===== config.mk =====
export PLATFORM = sky130hd
export DESIGN_NAME = agc_stats
export DESIGN_NICKNAME = d
export VERILOG_FILES = /design/src/rtl/agc_stats_pkg.sv /design/src/rtl/agc_stats_tree.sv /design/src/rtl/agc_stats.sv
export SDC_FILE = /design/constraint.sdc
export NUM_CORES = 1
export LEC_CHECK = 0
export CORE_MARGIN = 5
export CORE_UTILIZATION = 60
export CTS_CLUSTER_DIAMETER = 60
export DETAILED_ROUTE_END_ITERATION = 7
export PLACE_DENSITY_LB_ADDON = 0.25
export SYNTH_ARGS = -nofsm -noshare
export SYNTH_HDL_FRONTEND = slang
export SYNTH_SLANG_ARGS = --single-unit

===== constraint.sdc =====
create_clock -name clk_i -period 14.56 [get_ports clk_i]
set_clock_uncertainty 0.15 [all_clocks]
set_input_delay 2.184 -clock clk_i [delete_from_list [all_inputs] [get_ports clk_i]]
set_output_delay 2.184 -clock clk_i [all_outputs]
set_load 0.02 [all_outputs]

===== src/rtl/agc_stats_pkg.sv =====
// rtl/agc_stats_pkg.sv - shared state type, flush depth and width helpers for agc_stats
package agc_stats_pkg;

   typedef enum logic [1:0] {
      IDLE  = 2'd0,
      RUN   = 2'd1,
      FLUSH = 2'd2,
      DONE  = 2'd3
   } state_t;

   localparam int FLUSH_CYCLES = 2;

   function automatic int clog2(input int value);
      int r;
      int x;
      r = 0;
      x = value - 1;
      while (x > 0) begin
         r = r + 1;
         x = x >> 1;
      end
      return r;
   endfunction

   function automatic int sq_bits(input int nbits);
      return 2 * (nbits - 1);
   endfunction

   // Sized for every sample at full scale over the longest window, so no wrap.
   function automatic int acc_bits(input int nsamp, input int nbits, input int win_bits);
      return sq_bits(nbits) + clog2(nsamp) + win_bits;
   endfunction

   function automatic int cnt_bits(input int nsamp, input int win_bits);
      return clog2(nsamp + 1) + win_bits;
   endfunction

endpackage


===== src/rtl/agc_stats_tree.sv =====
// rtl/agc_stats_tree.sv - registered N-input unsigned adder, one pipeline stage
module agc_stats_tree #(
   parameter int N  = 8,
   parameter int W  = 8,
   parameter int OW = 11
) (
   input  logic            clk,
   input  logic            rstn,
   input  logic [N*W-1:0]  data,
   output logic [OW-1:0]   sum
);

   logic [OW-1:0] total;

   always_comb begin
      total = '0;
      for (int k = 0; k < N; k++) begin
         total = total + OW'(data[k*W +: W]);
      end
   end

   always_ff @(posedge clk) begin
      if (!rstn) begin
         sum <= '0;
      end else begin
         sum <= total;
      end
   end

endmodule


===== src/rtl/agc_stats.sv =====
// rtl/agc_stats.sv - windowed sum of squares and gt/lt counts behind the AGC slices
// Optional linear abs sum enabled by AGC_STATS_ABS_SUM_EN.
module agc_stats
   import agc_stats_pkg::*;
#(
   parameter int NSAMP    = 8,
   parameter int NBITS    = 5,
   parameter int WIN_BITS = 24
) (
   input  logic                                       clk_i,
   input  logic                                       rstn_i,
   input  logic [NSAMP*(NBITS-1)-1:0]                 abs_i,
   input  logic [NSAMP-1:0]                           gt_i,
   input  logic [NSAMP-1:0]                           lt_i,
   input  logic [WIN_BITS-1:0]                        period_i,
   input  logic                                       start_i,
   input  logic                                       ack_i,
   output logic                                       busy_o,
   output logic                                       done_o,
   output logic [acc_bits(NSAMP,NBITS,WIN_BITS)-1:0]  sq_sum_o,
   output logic [cnt_bits(NSAMP,WIN_BITS)-1:0]        gt_count_o,
   output logic [cnt_bits(NSAMP,WIN_BITS)-1:0]        lt_count_o,
   output logic [acc_bits(NSAMP,NBITS,WIN_BITS)-1:0]  abs_sum_o
);

   localparam int AW      = NBITS - 1;
   localparam int SQ      = sq_bits(NBITS);
   localparam int ACC     = acc_bits(NSAMP, NBITS, WIN_BITS);
   localparam int CNT     = cnt_bits(NSAMP, WIN_BITS);
   localparam int FW      = clog2(NSAMP + 1);
   localparam int SQ_TREE = SQ + clog2(NSAMP);

   state_t              state;
   state_t              next;
   logic [WIN_BITS-1:0] count;
   logic [1:0]          flush_cnt;
   logic                run;
   logic                accept;
   logic                last_flush;

   assign run        = (state == RUN);
   assign accept     = start_i && ((state == IDLE) || (state == DONE));
   assign last_flush = (state == FLUSH) && (flush_cnt == 2'(FLUSH_CYCLES - 1));
   assign busy_o     = (state == RUN) || (state == FLUSH);
   assign done_o     = (state == DONE);

   always_comb begin
      next = state;
      case (state)
         IDLE:    if (start_i) next = RUN;
         RUN:     if (count == WIN_BITS'(1)) next = FLUSH;
         FLUSH:   if (last_flush) next = DONE;
         DONE: begin
            if (start_i)    next = RUN;
            else if (ack_i) next = IDLE;
         end
         default: next = IDLE;
      endcase
   end

   always_ff @(posedge clk_i) begin
      if (!rstn_i) begin
         state <= IDLE;
      end else begin
         state <= next;
      end
   end

   // Stage 1: squares and flags, forced to zero outside RUN so idle data never reaches the sums.
   logic [NSAMP*SQ-1:0] sq_next;
   logic [NSAMP*SQ-1:0] sq_reg;
   logic [NSAMP-1:0]    gt_reg;
   logic [NSAMP-1:0]    lt_reg;

   always_comb begin
      sq_next = '0;
      for (int k = 0; k < NSAMP; k++) begin
         if (run) begin
            sq_next[k*SQ +: SQ] = SQ'(abs_i[k*AW +: AW]) * SQ'(abs_i[k*AW +: AW]);
         end
      end
   end

   always_ff @(posedge clk_i) begin
      if (!rstn_i) begin
         sq_reg <= '0;
         gt_reg <= '0;
         lt_reg <= '0;
      end else begin
         sq_reg <= sq_next;
         gt_reg <= run ? gt_i : '0;
         lt_reg <= run ? lt_i : '0;
      end
   end

   logic [SQ_TREE-1:0] sq_part;
   logic [FW-1:0]      gt_part;
   logic [FW-1:0]      lt_part;

   agc_stats_tree #(.N(NSAMP), .W(SQ), .OW(SQ_TREE)) u_sq_tree (
      .clk(clk_i), .rstn(rstn_i), .data(sq_reg), .sum(sq_part)
   );
   agc_stats_tree #(.N(NSAMP), .W(1), .OW(FW)) u_gt_tree (
      .clk(clk_i), .rstn(rstn_i), .data(gt_reg), .sum(gt_part)
   );
   agc_stats_tree #(.N(NSAMP), .W(1), .OW(FW)) u_lt_tree (
      .clk(clk_i), .rstn(rstn_i), .data(lt_reg), .sum(lt_part)
   );

   logic [ACC-1:0] sq_acc;
   logic [CNT-1:0] gt_acc;
   logic [CNT-1:0] lt_acc;

   // Results load from acc + last partial so they change exactly as done_o rises.
   always_ff @(posedge clk_i) begin
      if (!rstn_i) begin
         count      <= '0;
         flush_cnt  <= '0;
         sq_acc     <= '0;
         gt_acc     <= '0;
         lt_acc     <= '0;
         sq_sum_o   <= '0;
         gt_count_o <= '0;
         lt_count_o <= '0;
      end else begin
         flush_cnt <= (state == FLUSH) ? flush_cnt + 2'd1 : 2'd0;
         if (accept) begin
            count      <= (period_i == '0) ? WIN_BITS'(1) : period_i;
            sq_acc     <= '0;
            gt_acc     <= '0;
            lt_acc     <= '0;
            sq_sum_o   <= '0;
            gt_count_o <= '0;
            lt_count_o <= '0;
         end else begin
            if (run) count <= count - WIN_BITS'(1);
            sq_acc <= sq_acc + ACC'(sq_part);
            gt_acc <= gt_acc + CNT'(gt_part);
            lt_acc <= lt_acc + CNT'(lt_part);
            if (last_flush) begin
               sq_sum_o   <= sq_acc + ACC'(sq_part);
               gt_count_o <= gt_acc + CNT'(gt_part);
               lt_count_o <= lt_acc + CNT'(lt_part);
            end
         end
      end
   end

`ifdef AGC_STATS_ABS_SUM_EN
   localparam int ABS_TREE = AW + clog2(NSAMP);

   logic [NSAMP*AW-1:0] abs_reg;
   logic [ABS_TREE-1:0] abs_part;
   logic [ACC-1:0]      abs_acc;

   agc_stats_tree #(.N(NSAMP), .W(AW), .OW(ABS_TREE)) u_abs_tree (
      .clk(clk_i), .rstn(rstn_i), .data(abs_reg), .sum(abs_part)
   );

   always_ff @(posedge clk_i) begin
      if (!rstn_i) begin
         abs_reg   <= '0;
         abs_acc   <= '0;
         abs_sum_o <= '0;
      end else begin
         abs_reg <= run ? abs_i : '0;
         if (accept) begin
            abs_acc   <= '0;
            abs_sum_o <= '0;
         end else begin
            abs_acc <= abs_acc + ACC'(abs_part);
            if (last_flush) abs_sum_o <= abs_acc + ACC'(abs_part);
         end
      end
   end
`else
   assign abs_sum_o = '0;
`endif

endmodule

# Word-level counts from Yosys, hierarchy flattened
# Cells that the tools add are included.
[totals]
register_bits = 309
in_bits = 76
out_inout_bits = 128
word_cells = 79
[op_classes]
n_addsub = 26
mul = 8
eq_ne = 9
mux = 9
bitwise = 1
reduce_logical = 11
[op_table]
columns = ["op", "n"]
rows = [
  ["$mux 24", 3],
  ["$add 11x8->11", 6],
  ["$mul 4x4->8", 8],
  ["$add 28x4->28", 2],
  ["$add 4x1->4", 12],
  ["$add 35x11->35", 1],
  ["$eq 24x1->1 const B", 1],
  ["$logic_not 24->1", 1],
  ["$sub 24x1->24 const B", 1],
  ["$mux 2", 5],
  ["$add 8x8->9", 1],
  ["$pmux 2 s4", 1],
  ["$add 1x1->2", 2],
  ["$eq 2x1->1 const B", 2],
  ["$eq 2x2->1 const B", 2],
  ["$ne 2x2->1 const B", 2],
  ["$reduce_and 2->1", 2],
  ["$reduce_and 4->1", 1],
  ["$ne 3x3->1 const B", 1],
  ["$add 2x1->2 const B", 1],
  ["$logic_and 1x1->1", 2],
  ["$logic_not 2->1", 1],
  ["$logic_or 1x1->1", 2],
  ["$ne 2x1->1 const B", 1],
  ["other kinds (3)", 3],
]

# Longest topological paths before layout
# Gate-level depths: netlist of run 1.
[logic_depth]
depth_word = 7
ltp_mapped = 19
mapped_depth_nobuf = 19

# Cells and area by module
# From an unflattened synthesis of run 1, not the netlist that was laid out.
[unflattened]
hier_cells = 1648
area_unflattened_um2 = 14771.7
[by_module_without_submodules]
columns = ["mod", "n_inst", "cells_per_inst", "area_each_um2", "seq_area_each_um2"]
rows = [
  ["agc_stats", 1, 1364, 12191.7, 5645.4],
  ["agc_stats_tree (u_sq_tree)", 1, 222, 2006.9, 220.2],
  ["agc_stats_tree (u_gt_tree ...)", 2, 31, 286.5, 80.1],
]

# Worst setup path after synthesis of run 1
# OpenSTA, ideal clock, no wires.
[synth_path]
path_kind = "register to register"
from = "register sq_reg[3]"
to = "register u_sq_tree.sum[10]"
setup_ns = 0.115
t_arrival_ns = 4.368
required_time_ns = 14.295
path_slack_ns = 9.927
path_stages_with_launch = 20
n_path_buf = 0
cell_sequence = "dfxtp_1 ha_1 a21o_1 a21oi_1 o21ai_0 a21oi_1 xnor2_1 fa_1 inv_1 fa_1 fa_1 fa_1 inv_1 ha_1 o21ai_0 nand2b_1 a21oi_1 a21oi_1 xor2_1 and2_1"
[synth_via]
elab_chain_len = 7
[synth_rtl]
columns = ["item", "line", "text"]
rows = [
  ["start, declared", "agc_stats.sv:71", "logic [NSAMP*SQ-1:0] sq_reg;"],
  ["start signal, assigned", "agc_stats.sv:90", "sq_reg <= sq_next;"],
  ["$add 8x8->9", "agc_stats_tree.sv:18", "total = total + OW'(data[k*W +: W]);"],
  ["$add 11x8->11 (6 in a row)", "agc_stats_tree.sv:18", ""],
  ["end signal, assigned", "agc_stats_tree.sv:26", "sum <= total;"],
  ["end, declared", "agc_stats_tree.sv:10", "output logic [OW-1:0] sum"],
]
# Every way passes these cells.
# A chain may end at the register's enable or synchronous reset.

# Worst setup path in the final report of run 1
# Ends and elaborated chain as after synthesis.

==> reports/summary.txt, run 1 <==
CTS tree = yes
Routed WL = 32.27 mm
DP Area = 16730 um^2
P per Cell Area = 130.8 nW/um^2
Met2 usage = 37.95%
Final Cell Area = 17770 um^2
Startpoint types = register
Final Core Density = 72.65%
Crit path largest cell delay = 0.51 ns
Cts hold-fix bufs = 0
Diodes inserted = 0
CTS max path bufs = 3
Final Worst Setup Slack = 9.620 ns
Sw Ratio = 30.61%
CTS resizes = 0
Hold crit path type = reg2reg
Post-Layout Cell Count = 2115
Status = complete, no violations
Max FFs per register = 56
Critical Path AT = 5.24 ns
Mapped Area = 14980 um^2
Commonest non-fill, non-tap cell in the layout = dfxtp_1
Core ar. = 24460 um^2
Slew Limit Fails = 0
First-pass GRT wire length = 53.94 mm
Die Wd = 168.0 um
Comb power frac = 24.9%
Achievable frequency = 202.4 MHz
Int Pwr = 1.612 mW
Worst slew margin = 22.89%
GR Util All Layers = 22.25%
Clk root buf = clkbuf_16
Syn Area/Cell = 9.173 um^2
Post-CTS setup buffer count = 0
Global route overflow = 0
Post-synthesis sequential area ratio = 40.23%
Total negative slack = 0 ns
Cells along the critical path = ha_1 -> a21o_1 -> a21oi_1 -> o21ai_0 -> a21oi_1 -> xnor2_1 -> fa_1 -> inv_1 -> fa_1 -> fa_1 -> fa_1 -> inv_1 -> ha_1 -> o21ai_0 -> nand2b_1 -> a21oi_1 -> a21oi_1 -> xor2_1 -> and2_1
Clock power frac = 34.5%
Port-buffer cells = 168
Ys flop type = dfxtp_1
Clk slew on worst S/H paths = 0.06 ns
CP Max Fanout = 4
Fin crit share = 33.93%
Worst EP required = 14.86 ns
Seq pwr share = 40.6%
Die height = 168.0 um
Worst-Margin Slew = 1.157 ns
Die area = 28230 um^2
Via count = 11.40k
Max_cap viols = 0
Flops & latches, synth = 301
Worst-Skew Late Latency = 0.55 ns
FILL cells = 1792
Cts bufs inserted = 30
Final nets = 1979
Largest net degree at the start of global routing = 82
First-pass iteration count of the detailed router = 5
Ys Warns = 0
Sw Pwr = 0.7111 mW
WL/cell = 15.26 um
Synth unique cells = 60
CTS H-tree lvls = 1
Initial DRC Count = 704
Number of global-route vias before repair = 11.24k
Row count = 57
Clock sinks = 301
Routed vias/inst = 5.391
Routability Congestion = 0.8507
Initial Util = 61.23%
Number of remaining DRC errors = 0
Commonest cells after routing, fill and taps aside = 301 x dfxtp_1, 199 x nor2_1, 167 x clkdlybuf4s50_1
Crit path kind = reg2reg
Post-route ant nets = 0
Initial antenna violation count = 0
Async S/R FF share, synth = 0%
Hold Fails Final Rpt = 0
Global routing's busiest layer = met2
RSZ-0062 raised after global routing = no
CP Capture Type = register
Leak pwr = 7.231 nW
Min Tclk post-route = 4.940 ns
Num ports = 204
Mapped Cells = 1633
Max IR drop VDD = 0.1300 mV
Grt met1 use = 29.99%
Worst slack, placed = 9.519 ns
Final HPWL DP = 23.21 mm
Post-synth EDFFs = 0
Area growth syn-to-layout = 18.64%
Share of cells above drive strength 1 = 4.243%
Met3 usage = 3.118%
DP Cell Count = 2060
Setup violators final = 0
CP max-delay cell = fa_1
-- synth_stat cells (4+ instances only) --
master / instances / area share [%]
dfxtp_1: 301 / 40
nor2_1: 199 / 5.0
inv_1: 100 / 2.5
a21oi_1: 93 / 3.1
xnor2_1: 82 / 4.8
ha_1: 81 / 6.8
clkbuf_1: 66 / 1.7
and2_1: 62 / 2.6
and3_1: 60 / 2.5
nand2_1: 59 / 1.5
o21ai_0: 59 / 2.0
fa_1: 54 / 7.2
xor2_1: 53 / 3.1
a211oi_1: 48 / 2.4
buf_4: 35 / 1.8
nand3_1: 34 / 1.1
nor3_1: 29 / 0.97
a21o_1: 28 / 1.4
nor2b_1: 26 / 1.1
nand4_1: 16 / 0.67
nor4_1: 16 / 0.67
nor3b_1: 14 / 0.70
nand2b_1: 12 / 0.50
o211a_1: 10 / 0.67
and4_1: 8 / 0.47
o21a_1: 8 / 0.40
o311a_1: 6 / 0.40
or3_1: 6 / 0.25
buf_1: 5 / 0.13
buf_2: 5 / 0.17
nand3b_1: 5 / 0.25
nand4b_1: 5 / 0.29
or4_1: 5 / 0.25
or2_2: 4 / 0.17
-- per-layer routing --
layer | up-vias | part of all wire [%]
met5 | - | 0
met4 | 0 | 1.9
met3 | 51 | 6.1
met2 | 335 | 47
met1 | 5315 | 45
li1 | 5701 | -
-- worst paths after layout --
check | from | cells past startpoint | slack [ns] | endpoint
worst max-delay path | sq_reg[3] | 19 | 9.62 | u_sq_tree.sum[10]
worst min-delay path | flush_cnt[0] | 1 | 0.27 | flush_cnt[0]
worst max register to register | sq_reg[3] | 19 | 9.62 | u_sq_tree.sum[10]
worst min register to register | flush_cnt[0] | 1 | 0.27 | flush_cnt[0]
-- critical path: cells and delay by family, from the launching register on --
family,cells,cell delay [ns]
XOR/XNOR,2,0.24
AND/OR/NAND/NOR,2,0.25
buffers and inverters,2,0.09
flip-flops,1,0.32
AO/OA/AOI/OAI,7,1.14
adder cells (fa/ha/maj),6,2.67
-- area by class of cell --
class	count	area, um^2	share of cell area (%)
multi-input cells	1158	8179	46.03
flip-flops and latches	301	6026	33.91
repair buffers	177	1744	9.815
clock buffers	41	853.3	4.802
well taps	324	405.4	2.281
inverters	100	375.4	2.112
clock inverters	14	187.7	1.056
-- through the flow --
| step | hold slack [ns] | power (mW) |
|---|---|---|
| after floorplan | 0.2475 | 1.391 |
| after global placement | 0.2555 | 1.509 |
| after detailed placement | 0.2645 | 1.532 |
| after CTS | 0.2732 | 2.341 |
| after global routing | 0.2908 | 2.463 |
| final | 0.2702 | 2.324 |
-- power by group through the flow --
stage | Clock, mW | Combinational (mW) | Sequential, mW
2_1_floorplan | 0 | 0.439 | 0.952
3_3_place_gp | 0 | 0.551 | 0.958
3_5_place_dp | 0 | 0.570 | 0.961
4_1_cts | 0.818 | 0.579 | 0.944
5_1_grt | 0.853 | 0.657 | 0.952
6_report | 0.802 | 0.578 | 0.944
-- kinds of logic after synthesis --
kind of cell    count (synthesis)  share of synthesized area [%]
compound gates                273                          11.49
simple gates                  574                          20.02
mux                             2                         0.1337
flops                         301                          40.23
other cells                     2                        0.05014
xor+xnor                      135                          7.893
fa+ha+maj                     135                          13.98
buf+inv                       211                          6.206
No activity file was read; power rests on OpenSTA's default activity.
==> run 2, diff against run 1 <==
- CORE_UTILIZATION: 60 -> 50
- clock period: 14.56 -> 4.2 ns (I/O delays scaled with it)
==> reports/summary.txt, run 2 (same netlist as run 1, synthesis figures left out) <==
CTS max path bufs = 3 (unchanged)
Worst path top cell family by delay = adder cells (unchanged)
Seq pwr share = 38.8% (was 40.6%)
CTS H-tree lvls = 2 (was 1)
Max_cap viols = 0 (unchanged)
Fin crit share = 105.7% (was 33.93%)
Number of remaining DRC errors = 0 (unchanged)
DP Cell Count = 2137 (was 2060)
Crit path buffers/inverters = 3 (was 2)
Largest net degree at the start of global routing = 94 (was 82)
Row count = 63 (was 57)
Worst slew margin = 23.58% (was 22.89%)
P per Cell Area = 461.4 nW/um^2 (was 130.8 nW/um^2)
CTS tree = yes (unchanged)
Share of cells above drive strength 1 = 7.017% (was 4.243%)
Commonest cells after routing, fill and taps aside = 299 x dfxtp_1, 199 x nor2_1, 167 x clkdlybuf4s50_1 (was 301 x dfxtp_1, 199 x nor2_1, 167 x clkdlybuf4s50_1)
Initial DRC Count = 504 (was 704)
CP Capture Type = register (unchanged)
Slew Limit Fails = 0 (unchanged)
CP Max Fanout = 3 (was 4)
First-pass iteration count of the detailed router = 5 (unchanged)
Crit path largest cell delay = 0.53 ns (was 0.51 ns)
Comb power frac = 26.2% (was 24.9%)
Worst setup path start = sq_reg[3] (unchanged)
Reg2reg end = u_sq_tree.sum[9] (was u_sq_tree.sum[10])
Post-route ant nets = 0 (unchanged)
Initial Util = 50.54% (was 61.23%)
Via count = 11.41k (was 11.40k)
Sw Ratio = 30.22% (was 30.61%)
Cts bufs inserted = 35 (was 30)
R2R depth = 17 (was 19)
CP max-delay cell = fa_1 (unchanged)
Hold Fails Final Rpt = 0 (unchanged)
Global route overflow = 0 (unchanged)
Sw Pwr = 2.551 mW (was 0.7111 mW)
Most frequent CP cell = fa_1
Routed WL = 32.86 mm (was 32.27 mm)
GR Util All Layers = 19.36% (was 22.25%)
First-pass GRT wire length = 54.88 mm (was 53.94 mm)
Routed vias/inst = 5.186 (was 5.391)
Cts hold-fix bufs = 0 (unchanged)
Clk root buf = clkbuf_16 (unchanged)
Critical Path AT = 4.68 ns (was 5.24 ns)
Num ports = 204 (unchanged)
Area growth syn-to-layout = 22.13% (was 18.64%)
Initial antenna violation count = 0 (unchanged)
RSZ-0062 raised after global routing = yes (was no)
Final nets = 1999 (was 1979)
Routability Congestion = 0.8907 (was 0.8507)
Hold crit path type = reg2reg (unchanged)
Number of global-route vias before repair = 11.36k (was 11.24k)
Min Tclk post-route = 4.438 ns (was 4.940 ns)
Commonest non-fill, non-tap cell in the layout = dfxtp_1 (unchanged)
Clock power frac = 35.0% (was 34.5%)
Int Pwr = 5.890 mW (was 1.612 mW)
Achievable frequency = 225.3 MHz (was 202.4 MHz)
Total negative slack = -0.9068 ns (was 0 ns)
Final HPWL DP = 23.96 mm (was 23.21 mm)
Worst hold margin = 0.2704 ns (was 0.2702 ns)
Worst-Skew Late Latency = 0.50 ns (was 0.55 ns)
Startpoint types = register (unchanged)
Worst-Margin Slew = 1.144 ns (was 1.157 ns)
Leak pwr = 7.377 nW (was 7.231 nW)
Post-Layout Cell Count = 2200 (was 2115)
Final Worst Setup Slack = -0.2380 ns (was 9.620 ns)
Crit path capture = u_sq_tree.sum[9] (was u_sq_tree.sum[10])
Failing checks = negative setup slack
Diodes inserted = 0 (unchanged)
Status = finished with violations (was complete, no violations)
Setup violators final = 6 (was 0)
WP depth = 17 (was 19)
Worst EP required = 4.44 ns (was 14.86 ns)
Die height = 183.1 um (was 168.0 um)
Clock sinks = 301 (unchanged)
Die Wd = 183.1 um (was 168.0 um)
FILL cells = 2565 (was 1792)
Setup slack, reg-to-reg = -0.24 ns (was 9.62 ns)
Worst R2R Start = sq_reg[3] (unchanged)
Cells along the critical path = ha_4 -> a21o_1 -> a21oi_2 -> buf_4 -> xnor2_2 -> fa_1 -> inv_1 -> fa_1 -> fa_1 -> fa_1 -> inv_2 -> ha_4 -> nand2_2 -> o21ai_2 -> o41ai_2 -> xnor2_1 -> and2_1 (was ha_1 -> a21o_1 -> a21oi_1 -> o21ai_0 -> a21oi_1 -> xnor2_1 -> fa_1 -> inv_1 -> fa_1 -> fa_1 -> fa_1 -> inv_1 -> ha_1 -> o21ai_0 -> nand2b_1 -> a21oi_1 -> a21oi_1 -> xor2_1 -> and2_1)
Die area = 33520 um^2 (was 28230 um^2)
Max FFs per register = 56 (unchanged)
Clk slew on worst S/H paths = 0.05 ns (was 0.06 ns)
Crit path kind = reg2reg (unchanged)
Core ar. = 29640 um^2 (was 24460 um^2)
WL/cell = 14.94 um (was 15.26 um)
Max IR drop VDD = 0.3006 mV (was 0.1300 mV)
Port-buffer cells = 168 (unchanged)
## run 2: worst min path at each step
stage	from	endpoint	slack [ns]	depth (start not counted)
global placement	flush_cnt[0]	flush_cnt[0]	0.25	1
floorplan	flush_cnt[0]	flush_cnt[0]	0.25	1
finish	flush_cnt[0]	flush_cnt[0]	0.27	1
CTS	flush_cnt[0]	flush_cnt[0]	0.28	1
detailed placement	flush_cnt[0]	flush_cnt[0]	0.26	1
global route	flush_cnt[0]	flush_cnt[0]	0.30	1
## run 2: timing repair
item                       CTS  global route
pin swaps                    9             5
gates resized for setup      5            15
setup buffers                3             1
setup endpoints to repair    5             7
## run 2: layer usage
| metal | up-vias | GRT usage [%] | part of all wire [%] | wire (um) |
|---|---|---|---|---|
| li1 | 5752 | - | - | - |
| met1 | 5365 | 26.47 | 46 | 15280 |
| met2 | 243 | 32.27 | 47 | 15330 |
| met3 | 50 | 2.995 | 4.7 | 1559 |
| met4 | 0 | 5.125 | 2.1 | 691 |
| met5 | - | 0 | 0 | 0 |
## run 2: worst reg2reg max path: cells and delay by family (launching register included)
kind,cells,cell delay (ns)
adders and majority gates,6,2.48
AOI/OAI and AO/OA,4,0.76
buffers and inverters,3,0.25
DFF,1,0.33
xor gates and xnor gates,2,0.16
and+or+nand+nor,2,0.22
## run 2: power groups by stage
| stage | Combinational (mW) | Sequential [mW] | Clock, mW |
|---|---|---|---|
| floorplan | 1.59 | 3.30 | 0 |
| global placement | 2.07 | 3.32 | 0 |
| detailed placement | 2.13 | 3.34 | 0 |
| CTS | 2.20 | 3.27 | 3.03 |
| global route | 2.51 | 3.31 | 3.15 |
| finish | 2.21 | 3.27 | 2.96 |
## run 2: area by class of cell
type                            count  area (um^2)  share of cell area (%)
Clock buffer                       53         1076                   5.882
Clock inverter                      6        65.06                  0.3557
Inverter                          100        375.4                   2.052
Multi-Input combinational cell   1158         8363                   45.72
Sequential cell                   301         6028                   32.95
Tap cell                          390        488.0                   2.667
Timing Repair Buffer              192         1898                   10.38
## run 2: through the flow
step	setup slack, ns	instance area [um^2]	total power [mW]	utilization (%)
global placement	-0.1714	17030	5.393	57.47
CTS	-0.2173	18220	8.505	61.48
global route	-0.4203	18290	8.967	61.72
finish	-0.2380	18290	8.441	61.72
floorplan	-0.03525	15220	4.894	-
detailed placement	-0.2388	17030	5.469	57.47
==> run 3, diff against run 2 <==
- RECOVER_POWER: default -> 100
- clock period: 4.2 -> 3.6 ns (I/O delays scaled with it)
==> reports/summary.txt, run 3 (same netlist as run 1, synthesis figures left out) <==
Port-buffer cells = 168 (unchanged)
DP Area = 17170 um^2 (was 17030 um^2)
Die Wd = 183.1 um (unchanged)
Diodes inserted = 0 (unchanged)
CP Max Fanout = 4 (was 3)
Slew Limit Fails = 135 (was 0)
CTS H-tree lvls = 2 (unchanged)
Commonest cells after routing, fill and taps aside = 299 x dfxtp_1, 198 x nor2_1, 95 x inv_1 (was 299 x dfxtp_1, 199 x nor2_1, 167 x clkdlybuf4s50_1)
Max IR drop VDD = 0.3535 mV (was 0.3006 mV)
Commonest non-fill, non-tap cell in the layout = dfxtp_1 (unchanged)
Number of remaining DRC errors = 0 (unchanged)
Core ar. = 29640 um^2 (unchanged)
Setup violators final = 12 (was 6)
Clock sinks = 301 (unchanged)
CP Capture Type = register (unchanged)
Routed WL = 32.96 mm (was 32.86 mm)
Crit path largest cell delay = 0.52 ns (was 0.53 ns)
Initial DRC Count = 563 (was 504)
Initial antenna violation count = 0 (unchanged)
Worst slack, placed = -0.8501 ns (was -0.2388 ns)
First-pass GRT wire length = 55.14 mm (was 54.88 mm)
Max FFs per register = 56 (unchanged)
Hold Fails Final Rpt = 0 (unchanged)
Worst slew margin = -24.41% (was 23.58%)
Largest net degree at the start of global routing = 91 (was 94)
Crit path kind = reg2reg (unchanged)
CTS tree = yes (unchanged)
Clk root buf = clkbuf_16 (unchanged)
Leak pwr = 7.723 nW (was 7.377 nW)
DP Cell Count = 2153 (was 2137)
Startpoint types = register (unchanged)
P per Cell Area = 545.8 nW/um^2 (was 461.4 nW/um^2)
First-pass iteration count of the detailed router = 7 (was 5)
Final Worst Setup Slack = -0.7786 ns (was -0.2380 ns)
Die area = 33520 um^2 (unchanged)
Clk slew on worst S/H paths = 0.06 ns (was 0.05 ns)
Cts bufs inserted = 34 (was 35)
Initial Util = 50.54% (unchanged)
Number of global-route vias before repair = 11.40k (was 11.36k)
Cts hold-fix bufs = 0 (unchanged)
Area growth syn-to-layout = 22.54% (was 22.13%)
Final nets = 2011 (was 1999)
Die height = 183.1 um (unchanged)
Achievable frequency = 228.4 MHz (was 225.3 MHz)
Global route overflow = 0 (unchanged)
Status = finished with violations (unchanged)
Via count = 11.47k (was 11.41k)
RSZ-0062 raised after global routing = yes (unchanged)
GR Util All Layers = 19.44% (was 19.36%)
Num ports = 204 (unchanged)
Worst-Skew Late Latency = 0.50 ns (about the same)
Final HPWL DP = 24.42 mm (was 23.96 mm)
Hold crit path type = reg2reg (unchanged)
Row count = 63 (unchanged)
Worst-Margin Slew = 1.866 ns (was 1.144 ns)
Failing checks = max-capacitance violations, max-slew violations, negative setup slack (was negative setup slack)
WL/cell = 14.87 um (was 14.94 um)
Min Tclk post-route = 4.379 ns (was 4.438 ns)
Routability Congestion = 0.8786 (was 0.8907)
Fin crit share = 121.6% (was 105.7%)
Final Cell Area = 18360 um^2 (was 18290 um^2)
Max_cap viols = 2 (was 0)
Total power = 10.02 mW (was 8.441 mW)
Share of cells above drive strength 1 = 7.558% (was 7.017%)
Most frequent CP cell = fa_1 (unchanged)
CTS max path bufs = 3 (unchanged)
Post-Layout Cell Count = 2216 (was 2200)
Critical Path AT = 4.62 ns (was 4.68 ns)
Post-route ant nets = 0 (unchanged)
Routed vias/inst = 5.177 (was 5.186)
Cells along the critical path = ha_4 -> a21oi_2 -> nor2b_1 -> o21ai_1 -> nand2_1 -> xnor2_2 -> fa_1 -> fa_1 -> fa_1 -> inv_1 -> fa_1 -> ha_4 -> nand2_2 -> o21ai_2 -> or3_1 -> and3_1 (was ha_4 -> a21o_1 -> a21oi_2 -> buf_4 -> xnor2_2 -> fa_1 -> inv_1 -> fa_1 -> fa_1 -> fa_1 -> inv_2 -> ha_4 -> nand2_2 -> o21ai_2 -> o41ai_2 -> xnor2_1 -> and2_1)
Worst EP required = 3.84 ns (was 4.44 ns)
CP max-delay cell = fa_1 (unchanged)
[run 3: layout make-up]
cell class                      instances  area, um^2
Multi-Input combinational cell       1158        8346
Inverter                              100       375.4
Sequential cell                       301        6028
Timing Repair Buffer                  205        1947
Fill cell                            2608       11280
Tap cell                              390       488.0
Clock buffer                           47        1013
Clock inverter                         15       157.7
[run 3: routing by layer]
layer | vias up | track usage, % | share of wire (%)
met5 | - | 0 | 0
met4 | 0 | 5.364 | 2.3
met3 | 47 | 2.737 | 4.8
met2 | 277 | 32.76 | 47
met1 | 5376 | 26.33 | 46
li1 | 5772 | - | -
[run 3: report_power, final]
| part | total [mW] | switching, mW | internal [mW] |
|---|---|---|---|
| Clock | 3.53 | 1.39 | 2.14 |
| Sequential | 3.82 | 0.188 | 3.63 |
| Combinational | 2.67 | 1.50 | 1.18 |
| Total | 10.0 | 3.07 | 6.94 |
[run 3: final timing paths]
path                 from               end  slack (ns)  cells after the start
min reg2reg  flush_cnt[0]      flush_cnt[0]        0.27                      1
max             sq_reg[3]  u_sq_tree.sum[7]       -0.78                     16
max reg2reg     sq_reg[3]  u_sq_tree.sum[7]       -0.78                     16
min          flush_cnt[0]      flush_cnt[0]        0.27                      1
[run 3: worst max-delay path, delay by kind of cell, from the launching register on]
family,cells,cell delay [ns]
xor+xnor,1,0.17
fa+ha+maj,6,2.43
simple gates,5,0.80
compound gates,3,0.36
flops,1,0.33
buf+inv,1,0.05
[run 3: timing repair]
action | CTS | global route
hold endpoints to repair | 0 | 0
setup endpoints to repair | 8 | 9
gates resized for setup | 5 | 16
pin swaps | 7 | 10
setup buffers | 1 | 0
[run 3: through the flow]
step           utilization [%]  TNS, ns  hold slack, ns
6_report                 61.93   -4.668          0.2724
5_1_grt                  61.93   -17.38          0.2921
4_1_cts                  61.94   -4.625          0.2745
3_5_place_dp             57.92   -4.918          0.2659
3_3_place_gp             57.92   -4.123          0.2553
2_1_floorplan                -   -2.805          0.2475
